File: src/rtl/alu_iter_if.sv
// rtl/alu_iter_if.sv - request/result handshake bundle for the iterative RV32I/M ALU
interface alu_iter_if #(
    parameter int XLEN = 32
);
    logic            in_valid;
    logic            in_ready;
    logic            op_md;
    logic [3:0]      op;
    logic [XLEN-1:0] a;
    logic [XLEN-1:0] b;
    logic            out_valid;
    logic            out_ready;
    logic [XLEN-1:0] result;
    logic            busy;

    modport master (
        output in_valid, op_md, op, a, b, out_ready,
        input  in_ready, out_valid, result, busy
    );

    modport slave (
        input  in_valid, op_md, op, a, b, out_ready,
        output in_ready, out_valid, result, busy
    );
endinterface

File: src/rtl/alu_iter.sv
// rtl/alu_iter.sv - execute-stage ALU: single-cycle base ops, iterative mul/div behind valid/ready
// Multiply/divide support is compiled only when ALU_ITER_MDU_EN is defined.
module alu_iter #(
    parameter int XLEN = 32
) (
    input  logic       clk,
    input  logic       rst_n,
    alu_iter_if.slave  bus
);
    localparam int SW = $clog2(XLEN);

`ifdef ALU_ITER_MDU_EN
    typedef enum logic [1:0] {IDLE = 2'd0, CALC = 2'd1, OUT = 2'd2} state_t;
`else
    typedef enum logic [1:0] {IDLE = 2'd0, OUT = 2'd2} state_t;
`endif

    state_t          state;
    logic [XLEN-1:0] res_q;
    logic            out_valid_q;
    logic            accept;
    logic [SW-1:0]   shamt;
    logic [XLEN-1:0] base_res;
    logic [XLEN-1:0] spec_res;

    assign bus.in_ready  = (state == IDLE) || (state == OUT && bus.out_ready);
    assign accept        = bus.in_valid && bus.in_ready;
    assign bus.out_valid = out_valid_q;
    assign bus.result    = res_q;
    assign shamt         = bus.b[SW-1:0];

    always_comb begin
        base_res = '0;
        case (bus.op)
            4'b0000: base_res = bus.a + bus.b;
            4'b1000: base_res = bus.a - bus.b;
            4'b0100: base_res = bus.a ^ bus.b;
            4'b0110: base_res = bus.a | bus.b;
            4'b0111: base_res = bus.a & bus.b;
            4'b0001: base_res = bus.a << shamt;
            4'b0101: base_res = bus.a >> shamt;
            4'b1101: base_res = $unsigned($signed(bus.a) >>> shamt);
            4'b0010: base_res = XLEN'($signed(bus.a) < $signed(bus.b));
            4'b0011: base_res = XLEN'(bus.a < bus.b);
            default: base_res = '0;
        endcase
    end

`ifdef ALU_ITER_MDU_EN
    localparam logic [SW-1:0]   CNT_TOP = SW'(XLEN - 1);
    localparam logic [XLEN-1:0] MIN_S   = {1'b1, {(XLEN-1){1'b0}}};

    logic [2:0]      f3_in, f3_q;
    logic            a_neg, b_neg, is_div, div_zero, div_ovf, special, neg_d, neg_q, busy_q;
    logic [XLEN-1:0] a_mag, b_mag;
    logic [XLEN-1:0] hi, lo, opnd, hi_n, lo_n, fin;
    logic [XLEN:0]   sum, shl, dif;
    logic [2*XLEN-1:0] prod, prod_s;
    logic [SW-1:0]   cnt;

    assign bus.busy = busy_q;

    // Operand conditioning: signedness per funct3, magnitudes, and one-cycle divide corners.
    always_comb begin
        f3_in    = bus.op[2:0];
        is_div   = f3_in[2];
        a_neg    = bus.a[XLEN-1] && (f3_in == 3'b001 || f3_in == 3'b010 ||
                                     f3_in == 3'b100 || f3_in == 3'b110);
        b_neg    = bus.b[XLEN-1] && (f3_in == 3'b001 || f3_in == 3'b100 || f3_in == 3'b110);
        a_mag    = a_neg ? -bus.a : bus.a;
        b_mag    = b_neg ? -bus.b : bus.b;
        neg_d    = (is_div && f3_in[1]) ? a_neg : (a_neg ^ b_neg);
        div_zero = is_div && (bus.b == '0);
        div_ovf  = is_div && !f3_in[0] && (bus.a == MIN_S) && (bus.b == '1);
        special  = div_zero || div_ovf;
        spec_res = '0;
        if (div_zero)
            spec_res = f3_in[1] ? bus.a : '1;
        else if (div_ovf)
            spec_res = f3_in[1] ? '0 : bus.a;
    end

    // hi/lo serve as product accumulator for multiply and remainder/quotient for divide.
    always_comb begin
        sum = {1'b0, hi} + (lo[0] ? {1'b0, opnd} : '0);
        shl = {hi, lo[XLEN-1]};
        dif = shl - {1'b0, opnd};
        if (f3_q[2]) begin
            hi_n = dif[XLEN] ? shl[XLEN-1:0] : dif[XLEN-1:0];
            lo_n = {lo[XLEN-2:0], ~dif[XLEN]};
        end else begin
            hi_n = sum[XLEN:1];
            lo_n = {sum[0], lo[XLEN-1:1]};
        end
        prod   = {hi_n, lo_n};
        prod_s = neg_q ? -prod : prod;
        case (f3_q)
            3'b000:                 fin = prod_s[XLEN-1:0];
            3'b001, 3'b010, 3'b011: fin = prod_s[2*XLEN-1:XLEN];
            3'b100, 3'b101:         fin = neg_q ? -lo_n : lo_n;
            default:                fin = neg_q ? -hi_n : hi_n;
        endcase
    end
`else
    assign spec_res = '0;
    assign bus.busy = 1'b0;
`endif

    always_ff @(posedge clk or negedge rst_n) begin
        if (!rst_n) begin
            state       <= IDLE;
            out_valid_q <= 1'b0;
            res_q       <= '0;
`ifdef ALU_ITER_MDU_EN
            busy_q <= 1'b0;
            cnt    <= '0;
            hi     <= '0;
            lo     <= '0;
            opnd   <= '0;
            neg_q  <= 1'b0;
            f3_q   <= '0;
`endif
        end else if (accept) begin
`ifdef ALU_ITER_MDU_EN
            if (bus.op_md && !special) begin
                state       <= CALC;
                busy_q      <= 1'b1;
                out_valid_q <= 1'b0;
                cnt         <= CNT_TOP;
                hi          <= '0;
                lo          <= is_div ? a_mag : b_mag;
                opnd        <= is_div ? b_mag : a_mag;
                neg_q       <= neg_d;
                f3_q        <= f3_in;
            end else
`endif
            begin
                state       <= OUT;
                out_valid_q <= 1'b1;
                res_q       <= bus.op_md ? spec_res : base_res;
            end
        end else if (state == OUT && bus.out_ready) begin
            state       <= IDLE;
            out_valid_q <= 1'b0;
`ifdef ALU_ITER_MDU_EN
        end else if (state == CALC) begin
            hi  <= hi_n;
            lo  <= lo_n;
            cnt <= cnt - 1'b1;
            if (cnt == '0) begin
                state       <= OUT;
                busy_q      <= 1'b0;
                out_valid_q <= 1'b1;
                res_q       <= fin;
            end
`endif
        end
    end
endmodule

File: src/flat_wrapper.sv
// flat-port wrapper written by rule: the top's interface ports become plain ports
module alu_iter_flat 
#(
    parameter int XLEN = 32
)
  (clk, rst_n, bus_in_valid, bus_op_md, bus_op, bus_a, bus_b, bus_out_ready, bus_in_ready, bus_out_valid, bus_result, bus_busy);
  alu_iter_if #(.XLEN(XLEN)) bus_i ();
  input  logic clk;
  input  logic rst_n;
  input wire logic [$bits(bus_i.in_valid)-1:0] bus_in_valid;
  input wire logic [$bits(bus_i.op_md)-1:0] bus_op_md;
  input wire logic [$bits(bus_i.op)-1:0] bus_op;
  input wire logic [$bits(bus_i.a)-1:0] bus_a;
  input wire logic [$bits(bus_i.b)-1:0] bus_b;
  input wire logic [$bits(bus_i.out_ready)-1:0] bus_out_ready;
  output wire logic [$bits(bus_i.in_ready)-1:0] bus_in_ready;
  output wire logic [$bits(bus_i.out_valid)-1:0] bus_out_valid;
  output wire logic [$bits(bus_i.result)-1:0] bus_result;
  output wire logic [$bits(bus_i.busy)-1:0] bus_busy;
  assign bus_i.in_valid = bus_in_valid;
  assign bus_i.op_md = bus_op_md;
  assign bus_i.op = bus_op;
  assign bus_i.a = bus_a;
  assign bus_i.b = bus_b;
  assign bus_i.out_ready = bus_out_ready;
  assign bus_in_ready = bus_i.in_ready;
  assign bus_out_valid = bus_i.out_valid;
  assign bus_result = bus_i.result;
  assign bus_busy = bus_i.busy;
  alu_iter #(.XLEN(XLEN)) u_core (.clk(clk), .rst_n(rst_n), .bus(bus_i));
endmodule
File: config.mk
export PLATFORM = sky130hd
export DESIGN_NAME = alu_iter_flat
export DESIGN_NICKNAME = d
export VERILOG_FILES = /design/src/rtl/alu_iter_if.sv /design/src/rtl/alu_iter.sv /design/src/flat_wrapper.sv
export SDC_FILE = /design/constraint.sdc
export NUM_CORES = 1
export LEC_CHECK = 0
export BUFFER_PORTS_ARGS = -buffer_cell sky130_fd_sc_hd__buf_4
export CAP_MARGIN = 25
export CELL_PAD_IN_SITES_DETAIL_PLACEMENT = 1
export CELL_PAD_IN_SITES_GLOBAL_PLACEMENT = 2
export CORE_MARGIN = 10
export CORE_UTILIZATION = 38
export DETAILED_ROUTE_END_ITERATION = 10
export HOLD_SLACK_MARGIN = 0.15
export PLACE_DENSITY_LB_ADDON = 0.1
export SLEW_MARGIN = 20
export SYNTH_ARGS = -nofsm -noshare
export SYNTH_HDL_FRONTEND = slang
export SYNTH_SLANG_ARGS = --single-unit
File: constraint.sdc
create_clock -name clk -period 5.23 [get_ports clk]
set_input_delay 0.523 -clock clk [delete_from_list [all_inputs] [get_ports clk]]
set_output_delay 0.523 -clock clk [all_outputs]
set_load 0.05 [all_outputs]
## Yosys cells after proc, flatten, opt, wreduce, memory -nomap -nowiden

Cells that the tools add are included.

| storage, ports and cells | value |
|---|---|
| memories | 0 |
| memory bits (writable) | 0 |
| logic and storage cells | 35 |
| memory bits (read-only) | 0 |
| output and inout port bits | 35 |
| bits in registers | 35 |
| latch bits | 0 |

| operators by class | value |
|---|---|
| reductions and logical operators | 6 |
| bitwise operators | 3 |
| add/subtract/negate cells | 2 |
| shift-type cells | 3 |
| divide/modulo/power cells | 0 |
| $mul | 0 |
| eq/ne operators | 10 |
| multiplexer cells | 6 |
| order comparisons | 2 |

Operators by type and width:

| kind | count |
|---|---|
| case mux 32 bit (10 select lines) | 1 |
| less-than comparator 32 bit | 2 |
| adder 32 bit | 1 |
| bitwise AND 32 bit | 1 |
| 2-to-1 mux 32 bit | 1 |
| bitwise OR 32 bit | 1 |
| left shift 32 x 5 -> 32 bit | 1 |
| >> shifter 32 x 5 -> 32 bit | 1 |
| >>> shifter 32 x 5 -> 32 bit | 1 |
| subtractor 32 bit | 1 |
| XOR 32 bit | 1 |
| equality test 4 x 3 -> 1 bit (second input constant) | 4 |
| equality test 4 x 2 -> 1 bit (second input constant) | 2 |
| equality test 4 bit (second input constant) | 2 |
| equality test 4 x 1 -> 1 bit (second input constant) | 1 |
| logical NOT 4 bit | 1 |
| 2-to-1 mux 2 bit | 2 |
| equality test 2 bit (second input constant) | 1 |
| logical AND 1 bit | 2 |
| logical NOT 2 bit | 1 |
| 2-to-1 mux 1 bit | 2 |
| nonzero test 2 bit | 1 |
| logical OR 1 bit | 1 |

## Longest topological paths before layout

| logic depth | value |
|---|---|
| word-level depth | 5 |
| depth in mapped cells | 16 |

## Least setup slack after synthesis

Ideal clock, no wire load.

| path | value |
|---|---|
| path type | in2reg |
| start point | input bus_b[2] |
| end point | register u_core.res_q[24] (netlist: u_core.bus.result[24]) |
| stages | 15 |
| path slack | 1.452 ns |
| setup time | 0.094 ns |
| buffers on the path | 3 |
| data arrival time | 3.685 ns |
| path through | inv_1 buf_2 buf_1 clkbuf_1 ha_1 nand2b_1 a21oi_1 o21bai_1 a21o_1 a211oi_2 a21oi_2 or2_1 o41ai_1 a21oi_1 a221oi_2 |

| between the ends | value |
|---|---|
| longest elaborated chain between the ends | 3 |
| elaborated cells on any way between the ends | 7 |

Ends and longest elaborated chain:

| item | RTL line | RTL |
|---|---|---|
| start: declaration | flat_wrapper.sv:14 | `input wire logic [$bits(bus_i.b)-1:0] bus_b;` |
| subtractor 32 bit, or another cell as far along | alu_iter.sv:36 | `4'b1000: base_res = bus.a - bus.b;` |
| case mux 32 bit (10 select lines) * | alu_iter.sv:34 | `case (bus.op)` |
| 2-to-1 mux 32 bit * | alu_iter.sv:140 | `res_q <= bus.op_md ? spec_res : base_res;` |
| end signal: assignment | alu_iter.sv:140 |  |
| end: declaration | alu_iter.sv:19 | `logic [XLEN-1:0] res_q;` |

Mark *: on every way between the ends. The rest lies on a longest branch, timed or not.
A chain may end at the register's enable or synchronous reset.

## Worst setup path in the final report

| path | value |
|---|---|
| start point | input bus_b[0] |
| end point | register u_core.res_q[25] (netlist: u_core.bus.result[25]) |

Same word-level chain as after synthesis.

==> summary.txt <==
Synthesis
  • Combinational family with the most area after synthesis: compound AO/OA/AOI/OAI gates
  • Sequential element share of the synthesized area: 8.43%
  • Mean area per synthesized cell: 7.18 µm²
  • Post-Synth Simple-Gate Area: 18.6%
  • Share of async-settable or async-resettable flops after synthesis: 100%
  • Fraction of synthesized area in multiplexers: 15.6%
  • Netlist area before placement: 9800 µm²
  • Number of distinct library cells after synthesis: 83
  • Post-Synth XOR/XNOR Area: 1.79%
  • Synthesized-area fraction occupied by adder cells: 13.2%
  • Synth warnings: 0
  • Synth Register Bits: 33
  • Net Count, Synth: 1539
  • Most common flop cell mapped by yosys: dfrtp_1
  • Number of enable flip-flop cells after synthesis: 0
  • Synthesized instance count: 1364
  • Compound-cell area share of the yosys netlist: 33.5%

Power
  • Relative contribution of combinational cells to total power: 66.5%
  • Worst-case vdd ir drop: 108 µV
  • Total net switching power: 0.000986 W
  • Total power draw: 0.00188 W
  • Power share of the sequential group: 15.9%
  • Net Sw Frac: 52.6%
  • Clock group share of total power: 17.6%
  • Power per cell area: 173 nW/µm²
  • Internal power consumption: 0.000889 W
  • Leak: 4.79 nW

Clocking
  • Total of hold buffers inserted after clock tree synthesis: 0
  • Clock H-tree levels: 2
  • Total number of clock tree sinks: 33
  • Root Buffer Master: clkbuf_16
  • Number of buffers created by CTS: 5
  • Bufs on Longest Clock Path: 2
  • Post-CTS setup-driven buffer insertion count: 0
  • Insertion delay to the later sink of the worst-skew pair: 0.30 ns
  • Clock transition at the registers of the reported paths: 0.06 ns
  • PostCTS Resize Cnt: 0
  • Clock tree from TritonCTS: built

Die
  • IO Pins: 108
  • Area of the core: 25300 µm²
  • Die Height: 181 µm
  • Number of rows in the core area: 58
  • Starting density of the core: 38.8%
  • Die Footprint: 32600 µm²
  • Die Width: 181 µm

Drt
  • Total number of vias: 11.7k
  • TritonRoute pass-1 iters: 6
  • Post-detailed-route count of antenna-violating nets: 0
  • 1st-iter DRT viols: 1475
  • Residual DRC count: 0
  • Wirelength, routed: 52900 µm
  • Average wire length per cell after detail routing: 30.6 µm
  • Per-cell via count in the routed design: 6.77

Worst setup path
  • Critical path capture point type: register
  • Data arrival time of the critical path: 3.87 ns
  • Worst endpoint required time: 5.37 ns
  • Peak fanout along the critical path: 58
  • Reg-to-reg setup timing slack: 2.45 ns
  • Startpoint types: input port
  • Critical setup path kind: in2reg

Final layout
  • Number of cells in the finished layout apart from fillers: 1728
  • ANT cells: 0
  • Share of final-layout standard cells stronger than drive strength 1: 15.0%
  • Area Overhead vs Synth: 10.9%
  • Final Net Count: 1573

GRT
  • Global-route wire length before repair: 77900 µm
  • Number of global-route vias before repair: 11.6k
  • Number of antenna violations at the first check in global routing: 0
  • Overflow after GRT: 0
  • Pin count of the biggest net entering global routing: 71
  • Tot GR Track Use: 30.8%

STA
  • Measured slew at the worst slew-check pin: 0.956 ns
  • FMAX: 268 MHz
  • Min Tclk post-route: 3.73 ns
  • Worst slew slack as a fraction of its limit: 35.8%
  • Clock skew after layout: 0.00683 ns
  • Hold Fails Final Rpt: 0
  • Number of endpoints failing setup at the final stage: 0
  • Period utilisation layout: 71.3%
  • Sum Neg Setup Slack: 0 ns
  • RSZ-0062 raised after global routing: no
  • Number of slew-limit violations in the final report: 0

Place
  • I/O Buffers: 106
  • Final Wtd Congestion: 1.01
  • Placed instance count: 1721
  • Sum of net half-perimeters after detailed placement: 41500 µm

Hold path
  • Path category of the worst min-delay check: in2async

Run
  • Max-cap violations: 0

Status
  • Status: finished clean
## per-stage QoR
step	area (µm²)	hold WS (ns)	worst slack, ns	utilization [%]
global placement	10700	0.469	1.32	42.4
global route	10900	0.229	1.25	43.0
floorplan	9800	0.227	1.45	-
CTS	10900	0.220	1.53	43.0
finish	10900	0.195	1.50	43.0
detailed placement	10700	0.472	1.23	42.4
## routing by layer
layer	GRT usage, %	share of wire [%]
met1	41.0	43
met2	48.9	45
met3	3.21	6.8
met4	14.0	4.9
met5	0	0
## power by group through the flow
stage / Sequential [W] / Clock [W] / Combinational (W)
floorplan: 0.000381 / 0 / 0.000698
global placement: 0.000301 / 0 / 0.00121
detailed placement: 0.000302 / 0 / 0.00121
CTS: 0.000297 / 0.000331 / 0.00122
global route: 0.000300 / 0.000339 / 0.00132
finish: 0.000297 / 0.000330 / 0.00125
## registers in the layout (all words and copies together), names as in the netlist
register / cells
u_core.bus.out_valid: 1
u_core.bus.result: 32
## cell families after synthesis
group	count (synthesis)
AO/OA/AOI/OAI	501
multiplexers	102
AND/OR/NAND/NOR	401
buffers and inverters	204
adder cells (fa/ha/maj)	102
flip-flops	33
XOR/XNOR	20
other	1
## synth_stat cells, drive strengths merged, types with 27 or more instances
| library cell | instances | share of area (%) |
|---|---|---|
| nor2 | 154 | 5.9 |
| a21oi | 147 | 7.5 |
| o21ai | 109 | 5.6 |
| clkbuf | 60 | 2.3 |
| dfrtp | 33 | 8.4 |
| nand2 | 113 | 4.3 |
| inv | 95 | 3.6 |
| mux4 | 38 | 8.8 |
| nor3 | 27 | 1.4 |
| ha | 100 | 13 |
| buf | 46 | 2.8 |
| a211oi | 36 | 2.9 |
| mux2i | 50 | 5.1 |
## cells in the final DEF (no fill, tap or decap), types with 16 or more instances in the layout
| master | count |
|---|---|
| nor2_1 | 154 |
| nand3_1 | 18 |
| ha_1 | 100 |
| a21o_1 | 23 |
| nor3_1 | 27 |
| o22ai_1 | 18 |
| a21oi_1 | 146 |
| xnor2_1 | 16 |
| mux2i_1 | 50 |
| buf_4 | 133 |
| o21ai_0 | 99 |
| inv_1 | 94 |
| dfrtp_1 | 33 |
| a211oi_1 | 33 |
| nand2_1 | 113 |
| mux4_2 | 35 |
| a31oi_1 | 23 |
## path summary, 6_finish.rpt
check	from	to	cells after the start
max in group asynchronous	rst_n	u_core.bus.result[1]$_DFFE_PN0P_	1
min	rst_n	u_core.bus.result[28]$_DFFE_PN0P_	1
max	bus_b[0]	u_core.bus.result[25]$_DFFE_PN0P_	12
max reg2reg	u_core.bus.out_valid$_DFFE_PN0P_	u_core.bus.result[28]$_DFFE_PN0P_	9
min reg2reg	u_core.bus.result[4]$_DFFE_PN0P_	u_core.bus.result[4]$_DFFE_PN0P_	1
min in group clk	bus_in_valid	u_core.bus.out_valid$_DFFE_PN0P_	2
## worst max-delay path, stage by stage
cell	delay, ns
buf_4	0.57
ha_1	0.33
a21o_1	0.16
nand4_1	0.23
a211oi_2	0.32
o21ai_1	0.17
a22oi_1	0.34
a221oi_1	0.21
or4_1	0.58
mux2i_1	0.15
a22oi_1	0.15
o21ai_0	0.11
## cell type report
type	count	area, µm²
Fill cell	3239	14400
Tap cell	330	413
Multi-Input combinational cell	1127	8120
Timing Repair Buffer	133	998
Sequential cell	33	826
Inverter	98	368
Clock buffer	7	143
No activity file was read; power rests on OpenSTA's default activity.
